<file path="src/rtl/whac_pkg.sv">
// Shared types and constants for the whack-a-mole scoring path.
package whac_pkg;

   // Width of the per-hit points bus feeding score_counter.
   localparam int SCORE_INC_W  = 7;
   // Largest points value a single hit may award.
   localparam int MAX_INCREASE = 99;
   // Width of the multiplier output.
   localparam int MULT_W       = 4;
   // Width of the full-precision points product.
   localparam int PROD_W       = SCORE_INC_W + MULT_W;

   typedef enum logic [1:0] {
      IDLE    = 2'd0,
      ACTIVE  = 2'd1,
      LOCKOUT = 2'd2
   } hit_state_t;

   // Clamp a full-width points product to the largest single-hit award.
   function automatic logic [SCORE_INC_W-1:0] sat_score(input logic [PROD_W-1:0] product);
      if (product > PROD_W'(MAX_INCREASE)) begin
         return SCORE_INC_W'(MAX_INCREASE);
      end
      return product[SCORE_INC_W-1:0];
   endfunction

endpackage

</file>
<file path="src/rtl/hit_scorer_cycle_timer.sv">
// Loadable down-counter with a done flag. The count holds at zero until the
// next load; clear has priority over load.
module cycle_timer #(
   parameter int WIDTH = 11
) (
   input  logic             clk,
   input  logic             rst,
   input  logic             clear,
   input  logic             load,
   input  logic [WIDTH-1:0] load_value,
   output logic             done
);

   logic [WIDTH-1:0] count_reg;

   // Count down towards zero after each load; clear or reset parks it at zero.
   always_ff @(posedge clk or posedge rst) begin
      if (rst) begin
         count_reg <= '0;
      end else if (clear) begin
         count_reg <= '0;
      end else if (load) begin
         count_reg <= load_value;
      end else if (count_reg != '0) begin
         count_reg <= count_reg - 1'b1;
      end
   end

   assign done = (count_reg == '0);

endmodule

</file>
<file path="src/rtl/hit_scorer.sv">
// Turns hit/miss pulses into a per-hit points value for score_counter, with a
// combo streak that raises the multiplier, a streak timeout, and a miss lockout.
module hit_scorer
   import whac_pkg::*;
#(
   parameter int BASE_POINTS   = 5,
   parameter int COMBO_STEP    = 4,
   parameter int MAX_MULT      = 8,
   parameter int MAX_COMBO     = 63,
   parameter int COMBO_TIMEOUT = 2000,
   parameter int MISS_LOCK     = 500
) (
   input  logic                                clk,
   input  logic                                rst,
   input  logic                                game_active,
   input  logic                                hit_pulse,
   input  logic                                miss_pulse,
   output logic [SCORE_INC_W-1:0]              score_increase,
   output logic [$clog2(MAX_COMBO+1)-1:0]      combo_count,
   output logic [MULT_W-1:0]                   multiplier,
   output logic                                locked
);

   localparam int COMBO_W   = $clog2(MAX_COMBO + 1);
   localparam int TIMEOUT_W = $clog2(COMBO_TIMEOUT + 1);
   localparam int LOCK_W    = $clog2(MISS_LOCK + 1);

   // Timers are loaded with N-1 so that the state change lands exactly N
   // cycles after the loading event (the done cycle itself counts as one).
   localparam logic [TIMEOUT_W-1:0] TIMEOUT_LOAD = TIMEOUT_W'(COMBO_TIMEOUT - 1);
   localparam logic [LOCK_W-1:0]    LOCK_LOAD    = LOCK_W'(MISS_LOCK - 1);
   localparam logic [PROD_W-1:0]    BASE_WIDE    = PROD_W'(BASE_POINTS);

   hit_state_t                 state_reg;
   logic [COMBO_W-1:0]         combo_reg;
   logic [COMBO_W-1:0]         combo_next;
   logic [MULT_W-1:0]          mult_reg;
   logic [MULT_W-1:0]          mult_next;
   logic [SCORE_INC_W-1:0]     score_reg;
   logic                       locked_reg;

   logic                       hit_ok;
   logic                       miss_ok;
   logic                       combo_timeout;
   logic                       timeout_done;
   logic                       lock_done;
   logic                       timeout_clear;
   logic                       lock_clear;
   logic [PROD_W-1:0]          product;
   int                         mult_calc;

   // Qualify the input pulses: a miss wins over a simultaneous hit, and hits
   // are ignored while locked out or outside a round.
   always_comb begin
      miss_ok       = game_active && miss_pulse;
      hit_ok        = game_active && hit_pulse && !miss_pulse && (state_reg != LOCKOUT);
      combo_timeout = game_active && (state_reg == ACTIVE) && timeout_done && !hit_ok && !miss_ok;
      timeout_clear = !game_active || miss_ok;
      lock_clear    = !game_active;
   end

   // Next streak length: cleared by a miss, a timeout or the end of a round,
   // otherwise bumped by each accepted hit up to its ceiling.
   always_comb begin
      combo_next = combo_reg;
      if (!game_active || miss_ok || combo_timeout) begin
         combo_next = '0;
      end else if (hit_ok) begin
         if (combo_reg != COMBO_W'(MAX_COMBO)) begin
            combo_next = combo_reg + 1'b1;
         end
      end
   end

   // Multiplier follows the streak: one step per COMBO_STEP hits, capped.
   always_comb begin
      mult_calc = int'(combo_next) / COMBO_STEP + 1;
      if (mult_calc > MAX_MULT) begin
         mult_calc = MAX_MULT;
      end
      mult_next = MULT_W'(mult_calc);
   end

   // Points use the multiplier in force before the hit, at full product width.
   assign product = BASE_WIDE * PROD_W'(mult_reg);

   cycle_timer #(
      .WIDTH      (TIMEOUT_W)
   ) u_combo_timer (
      .clk        (clk),
      .rst        (rst),
      .clear      (timeout_clear),
      .load       (hit_ok),
      .load_value (TIMEOUT_LOAD),
      .done       (timeout_done)
   );

   cycle_timer #(
      .WIDTH      (LOCK_W)
   ) u_lock_timer (
      .clk        (clk),
      .rst        (rst),
      .clear      (lock_clear),
      .load       (miss_ok),
      .load_value (LOCK_LOAD),
      .done       (lock_done)
   );

   // Scoring FSM with registered outputs; score_reg is a one-cycle pulse.
   always_ff @(posedge clk or posedge rst) begin
      if (rst) begin
         state_reg  <= IDLE;
         combo_reg  <= '0;
         mult_reg   <= MULT_W'(1);
         score_reg  <= '0;
         locked_reg <= 1'b0;
      end else begin
         score_reg <= '0;
         combo_reg <= combo_next;
         mult_reg  <= mult_next;
         if (!game_active) begin
            state_reg  <= IDLE;
            locked_reg <= 1'b0;
         end else if (miss_ok) begin
            state_reg  <= LOCKOUT;
            locked_reg <= 1'b1;
         end else begin
            case (state_reg)
               IDLE, ACTIVE: begin
                  if (hit_ok) begin
                     score_reg <= sat_score(product);
                     state_reg <= ACTIVE;
                  end else if (combo_timeout) begin
                     state_reg <= IDLE;
                  end
               end
               LOCKOUT: begin
                  if (lock_done) begin
                     state_reg  <= IDLE;
                     locked_reg <= 1'b0;
                  end
               end
               default: begin
                  state_reg  <= IDLE;
                  locked_reg <= 1'b0;
               end
            endcase
         end
      end
   end

   assign score_increase = score_reg;
   assign combo_count    = combo_reg;
   assign multiplier     = mult_reg;
   assign locked         = locked_reg;

endmodule

</file>
<file path="config.mk">
export PLATFORM = sky130hd
export DESIGN_NAME = hit_scorer
export DESIGN_NICKNAME = d
export VERILOG_FILES = /design/src/rtl/whac_pkg.sv /design/src/rtl/hit_scorer_cycle_timer.sv /design/src/rtl/hit_scorer.sv
export SDC_FILE = /design/constraint.sdc
export NUM_CORES = 1
export LEC_CHECK = 0
export ABC_CLOCK_PERIOD_IN_PS = 2900
export BUFFER_PORTS_ARGS = -buffer_cell sky130_fd_sc_hd__buf_2
export CAP_MARGIN = 15
export CORE_AREA = 2 2 91 58
export CTS_CLUSTER_DIAMETER = 40
export DETAILED_ROUTE_END_ITERATION = 12
export DIE_AREA = 0 0 93 60
export GPL_TIMING_DRIVEN = 0
export HOLD_SLACK_MARGIN = 0.08
export PLACE_DENSITY_LB_ADDON = 0.3
export SYNTH_ARGS = -nofsm -noshare
export SYNTH_HDL_FRONTEND = slang
export SYNTH_HIERARCHICAL = 1
export SYNTH_SLANG_ARGS = --single-unit
</file>
<file path="constraint.sdc">
create_clock -name clk -period 2.9 [get_ports clk]
set_input_delay 0.145 -clock clk [delete_from_list [all_inputs] [get_ports clk]]
set_output_delay 0.145 -clock clk [all_outputs]
set_load 0.01 [all_outputs]
</file>
==> impl_metrics.json, run 1 <==
{
  "synth_commonest_cells": "dfrtp_1, nor2_1, a21oi_1",
  "die_area_um2": 5580,
  "rsz0062_at_grt": "true",
  "gp_congestion": 0.861,
  "seqPwrFrac_pct": 34.5,
  "portBuffers": 22,
  "ant_nets": 0,
  "drc_errors": 0,
  "irDropWorstVdd_uv": 471,
  "fin_area_um2": 2900,
  "dpl.hpwl_mm": 3.63,
  "leakagePower_nw": 1.45,
  "period_needed_ns": 2.84,
  "via_count": 1892,
  "fin_nets": 314,
  "yosys_register_bits": 40,
  "min_path_type": "input pin to flip-flop",
  "cp-start-kind": "flip-flop",
  "internal_power_mw": 1.42,
  "antenna_found_initial": 0,
  "yosysTopAreaCellShare_pct": 40.3,
  "worst_slew_pin_slew_ns": 0.782,
  "core.rowCount": 20,
  "drv_slew": 0,
  "grt_pass1_wl_mm": 8.68,
  "synth.area.top_cells": "dfrtp_1, ha_1, o211a_1",
  "outcome": "finished, final reports clean",
  "clkTransAtPathRegs_ns": 0.08,
  "setup_viol": 0,
  "yosys_warnings": 6,
  "die_h_um": 60,
  "drive_gt1_share_pct": 25.7,
  "cts.root.buffer_cell": "clkbuf_8",
  "syn_area_per_cell_um2": 9.96,
  "reg2reg_slack_ns": 0.06,
  "clock_path_buffers": 2,
  "via_per_inst": 5.17,
  "path_class": "flip-flop to flip-flop",
  "fin_skew_ns": 0.00952,
  "power-per-cell-area_nw_per_um2": 768,
  "cts_buffers": 5,
  "drt-pass1-iter-count": 4,
  "dieWidth_um": 93,
  "fillers": 422,
  "yosysMostFrequentCell": "dfrtp_1",
  "power_frac_clock_pct": 17.5,
  "grt_max_degree": 21,
  "first_iter_violations": 106,
  "coreArea_um2": 4800,
  "total_power_mw": 2.23,
  "cp.required_ns": 3.09,
  "place_area_um2": 2680,
  "final.period_utilization_pct": 98.1,
  "num_io_pins": 23,
  "routedWlPerCell_um": 14.0,
  "overflow": 0,
  "wl_mm": 5.11,
  "ys_types": 67,
  "h-tree-depth": 2,
  "final_core_util_pct": 60.4,
  "power_frac_comb_pct": 47.9,
  "hold_violations": 0,
  "numClockSinks": 40,
  "p_sw_share_pct": 36.4,
  "synth_edf_count": 0,
  "drv_cap": 0,
  "syn_inst": 243,
  "cts_tree": "yes",
  "cp-end-kind": "flip-flop",
  "start_util_pct": 50.4,
  "yosysSeqAreaShare_pct": 41.4,
  "track_usage_pct": 20.3,
  "crit_fanout": 5,
  "switchingPower_uw": 810,
  "synthArstFlopShare_pct": 100,
  "arrival_ns": 3.03,
  "netlist_area_um2": 2420,
  "grt_pass1_vias": 1796,
  "max_slew_margin_pct": 47.8,
  "insertion_delay_ns": 0.30,
  "max_freq_mhz": 352,
  "syn2layout_area_growth_pct": 19.8,
  "ys.flop_type": "dfrtp_1",
  "yosysTopAreaCell": "dfrtp_1",
  "largest_reg_flops": 11,
  "n_antenna_cell": 0
}
## area by class of cell
type	instances	area (µm²)	area share [%]
inverter	14	52.6	1.81
timing repair buffer	32	188	6.47
buffer	8	57.6	1.98
sequential	40	1000	34.6
clock inverter	2	10.0	0.345
clock buffer	6	82.6	2.85
multi-input combinational	198	1420	49.1
tap	66	82.6	2.85
## stage by stage
stage               std cells  TNS [ns]  hold slack [ns]  setup slack (ns)
global route              366    -0.193            0.179            -0.125
global placement          349    -0.792            0.154            -0.290
finish                    366         0            0.140            0.0556
CTS                       360         0            0.133            0.0111
detailed placement        349    -0.851            0.154            -0.291
floorplan                 261         0          -0.0271            0.0667
## per-layer routing
layer	share of wire, %	vias to the layer above	track usage, %
met2	41	38	28.8
li1	-	961	-
met4	1.2	0	6.30
met1	53	886	30.9
met3	3.9	7	4.54
met5	0	-	0
## worst paths after layout
| check | start | endpoint | cells after the start |
|---|---|---|---|
| worst max-delay path | u_combo_timer/count_reg[4]$_DFFE_PP0P_ | multiplier[1]$_DFF_PP0_ | 12 |
| worst min-delay path | miss_pulse | state_reg[1]$_DFFE_PP0P_ | 3 |
| worst max register to register | u_combo_timer/count_reg[4]$_DFFE_PP0P_ | multiplier[1]$_DFF_PP0_ | 12 |
| worst min register to register | locked$_DFFE_PP0P_ | locked$_DFFE_PP0P_ | 2 |
| max in group asynchronous | rst | score_increase[1]$_DFF_PP0_ | 3 |
| min in group asynchronous | rst | u_lock_timer/count_reg[4]$_DFFE_PP0P_ | 3 |
## timing repair
action	CTS	global route
buffers inserted	3	6
setup endpoints to repair	4	4
resized for setup	3	12
hold buffers	1	0
hold endpoints to repair	39	0
pin swaps	1	4
## power by group through the flow
stage / logic [mW] / registers (mW) / clock network [mW]
2_1_floorplan: 0.786 / 0.755 / 0
3_3_place_gp: 0.907 / 0.777 / 0
3_5_place_dp: 0.920 / 0.780 / 0
4_1_cts: 0.960 / 0.772 / 0.400
5_1_grt: 1.20 / 0.785 / 0.418
6_report: 1.07 / 0.769 / 0.390
## critical path: stages, from the launching register on
cell      delay (ns)
dfrtp_2         0.41
or4_4           0.53
buf_6           0.14
nor4b_4         0.31
nor4bb_2        0.23
or2_1           0.14
buf_6           0.12
a211oi_4        0.05
ha_2            0.20
nor2b_1         0.12
o21ai_1         0.13
a32oi_1         0.09
o31a_1          0.25
## cells by family (layout without fill, tap and decap cells)
| family | Yosys count | in the layout | synth area share, % |
|---|---|---|---|
| AND/OR/NAND/NOR | 102 | 102 | 26.0 |
| AO/OA/AOI/OAI | 52 | 52 | 17.3 |
| flip-flops | 40 | 40 | 41.4 |
| buffers and inverters | 23 | 62 | 4.44 |
| XOR/XNOR | 13 | 13 | 4.70 |
| adder cells (fa/ha/maj) | 10 | 10 | 5.48 |
| other | 2 | 20 | 0.310 |
| multiplexers | 1 | 1 | 0.413 |
## cell usage in the layout (no fill, tap or decap), types with 3 or more instances in the layout
| cell type | n |
|---|---|
| conb_1 | 20 |
| nor2b_1 | 3 |
| nand3b_1 | 3 |
| buf_2 | 23 |
| nor4_1 | 4 |
| nor2_1 | 21 |
| xor2_1 | 4 |
| ha_2 | 3 |
| a211oi_4 | 3 |
| a31oi_1 | 3 |
| o21ai_0 | 4 |
| buf_4 | 10 |
| a21oi_1 | 15 |
| a21o_1 | 3 |
| nand2b_1 | 10 |
| xnor2_1 | 9 |
| buf_6 | 3 |
| ha_1 | 6 |
| dfrtp_1 | 38 |
| nand3_1 | 4 |
| o211a_1 | 8 |
| nor3_1 | 9 |
| nand2_1 | 14 |
| inv_1 | 14 |
| clkbuf_8 | 6 |
Note: power is estimated with default switching activity, not from simulation.
==> run 2, diff against run 1 <==
--- a/config.mk
+++ b/config.mk
@@ -12,7 +12,7 @@
 export CTS_CLUSTER_DIAMETER = 40
 export DETAILED_ROUTE_END_ITERATION = 12
 export DIE_AREA = 0 0 93 60
-export GPL_TIMING_DRIVEN = 0
+export GPL_TIMING_DRIVEN = 1
 export HOLD_SLACK_MARGIN = 0.08
 export PLACE_DENSITY_LB_ADDON = 0.3
 export SYNTH_ARGS = -nofsm -noshare
==> run 2 against run 1 <==
Combinational power down 5%. Fmax is 3.2% higher. Flip-flop and latch count unchanged. Global-route usage increased by 0.50 points. Clock skew increased by 0.0038 ns. Sequential power about the same. Sequential share of layout area rose by 0.70 points. Worst setup slack better by 0.089 ns. Routed wire length up 4.4%.
==> impl_metrics.json, run 2 (synthesis results as in run 1) <==
{
  "outcome": "finished, final reports clean",
  "finalHoldWorstSlack_ns": 0.170,
  "core.rowCount": 20,
  "cp-start-kind": "flip-flop",
  "final_cell_mix": "dfrtp_1, buf_2, nor2_1",
  "via_count": 1913,
  "layout_commonest_cell": "dfrtp_1",
  "cts_tree": "yes",
  "ant_nets": 0,
  "final.period_utilization_pct": 95.0,
  "antenna_found_initial": 0,
  "cpPeakStageDelay_ns": 0.61,
  "via_per_inst": 5.36,
  "drive_gt1_share_pct": 23.4,
  "overflow": 0,
  "period_needed_ns": 2.76,
  "grt_max_degree": 26,
  "drt-pass1-iter-count": 5,
  "insertion_delay_ns": 0.29,
  "die_h_um": 60,
  "irDropWorstVdd_uv": 493,
  "path_class": "flip-flop to flip-flop",
  "clock_path_buffers": 2,
  "cp-end-kind": "flip-flop",
  "portBuffers": 22,
  "drv_cap": 0,
  "worst_r2r_path_depth": 9,
  "worst_slew_pin_slew_ns": 0.812,
  "n_antenna_cell": 0,
  "largest_reg_flops": 11,
  "clkTransAtPathRegs_ns": 0.09,
  "fin_area_um2": 2840,
  "syn2layout_area_growth_pct": 17.3,
  "numClockSinks": 40,
  "fin_skew_ns": 0.0133,
  "max_freq_mhz": 363,
  "rr_endpoint": "multiplier[1]$_DFF_PP0_",
  "power-per-cell-area_nw_per_um2": 790,
  "die_area_um2": 5580,
  "critPathSlowestCell": "or4_1",
  "cts_buffers": 5,
  "cts.root.buffer_cell": "clkbuf_8",
  "coreArea_um2": 4800,
  "start_util_pct": 50.4,
  "drc_errors": 0,
  "place_area_um2": 2670,
  "min_path_type": "input pin to flip-flop",
  "grt_pass1_vias": 1788,
  "rsz0062_at_grt": "false",
  "worstPathCellList": "or4_1 > nor4b_4 > nor4bb_4 > or2_4 > a211oi_2 > ha_2 > nor4_2 > and4_1 > o31a_1",
  "dieWidth_um": 93,
  "hold_depth": 3,
  "first_iter_violations": 104,
  "fillers": 412,
  "max_slew_margin_pct": 45.8,
  "seq_area_um2": 1000,
  "wl_mm": 5.34,
  "fin_nets": 305,
  "min_to": "locked$_DFFE_PP0P_",
  "leakagePower_nw": 1.42,
  "worstHoldStart": "miss_pulse",
  "grt_pass1_wl_mm": 9.02,
  "reg2reg_slack_ns": 0.14,
  "track_usage_pct": 20.8,
  "arrival_ns": 2.99,
  "r2r-start": "u_combo_timer/count_reg[5]$_DFFE_PP0P_",
  "dpl.hpwl_mm": 3.88,
  "cp.required_ns": 3.13,
  "setup_viol": 0,
  "routedWlPerCell_um": 14.9,
  "multiInputGateArea_um2": 1410,
  "drv_slew": 0,
  "hold_violations": 0,
  "gp_congestion": 0.833,
  "crit_fanout": 5,
  "num_io_pins": 23,
  "h-tree-depth": 2
}
## run 2: what timing repair did
item | in CTS | in global routing
hold buffers | 1 | 0
hold endpoints to repair | 39 | 0
setup endpoints to repair | 3 | 4
gates cloned | 0 | 0
setup buffers | 1 | 1
pin swaps | 1 | 1
gates resized for setup | 2 | 5
## run 2: stage by stage
stage	util (%)	setup slack (ns)	TNS [ns]	std cells	power (mW)
after floorplan	-	0.0667	0	261	1.54
after global placement	55.6	0.126	0	346	1.73
after detailed placement	55.6	-0.0529	-0.0748	346	1.76
after CTS	58.5	0.00541	0	356	2.22
after global routing	59.1	0.00473	0	357	2.42
final	59.1	0.144	0	357	2.24
## run 2: routing by layer
metal / wire length, µm / track usage [%]
met5: 0 / 0
met2: 2210 / 29.0
met1: 2840 / 32.6
met3: 249 / 5.17
met4: 38 / 4.20
## run 2: worst max-delay path by stage
stage,startpoint,endpoint,slack [ns],cells after the start
global route,u_combo_timer/count_reg[1]$_DFFE_PP0P_,multiplier[1]$_DFF_PP0_,0.005,11
finish,u_combo_timer/count_reg[5]$_DFFE_PP0P_,multiplier[1]$_DFF_PP0_,0.14,9
detailed placement,u_combo_timer/count_reg[0]$_DFFE_PP0P_,multiplier[1]$_DFF_PP0_,-0.05,11
CTS,u_combo_timer/count_reg[0]$_DFFE_PP0P_,multiplier[1]$_DFF_PP0_,0.005,12
floorplan,u_combo_timer/count_reg[0]$_DFFE_PP0P_,multiplier[1]$_DFF_PP0_,0.07,14
global placement,u_combo_timer/count_reg[0]$_DFFE_PP0P_,multiplier[1]$_DFF_PP0_,0.13,12
## run 2: where the power goes
group,internal [mW],leakage [nW],switching [mW]
Clock,0.255,0.0541,0.198
Combinational,0.520,0.827,0.500
Sequential,0.663,0.539,0.107
## run 2: critical path: cells and delay by family, from the launching register on
| kind | cells | cell delay, ns |
|---|---|---|
| compound gates | 2 | 0.21 |
| fa+ha+maj | 1 | 0.25 |
| flops | 1 | 0.41 |
| simple gates | 6 | 1.82 |
## run 2: cell type report
cell class                      instances  share of cell area (%)
Multi-Input combinational cell        198                    49.7
Sequential cell                        40                    35.3
Timing Repair Buffer                   31                    6.35
Tap cell                               66                    2.91
Clock buffer                            5                    2.42
Inverter                               14                    1.85
Clock inverter                          3                    1.50
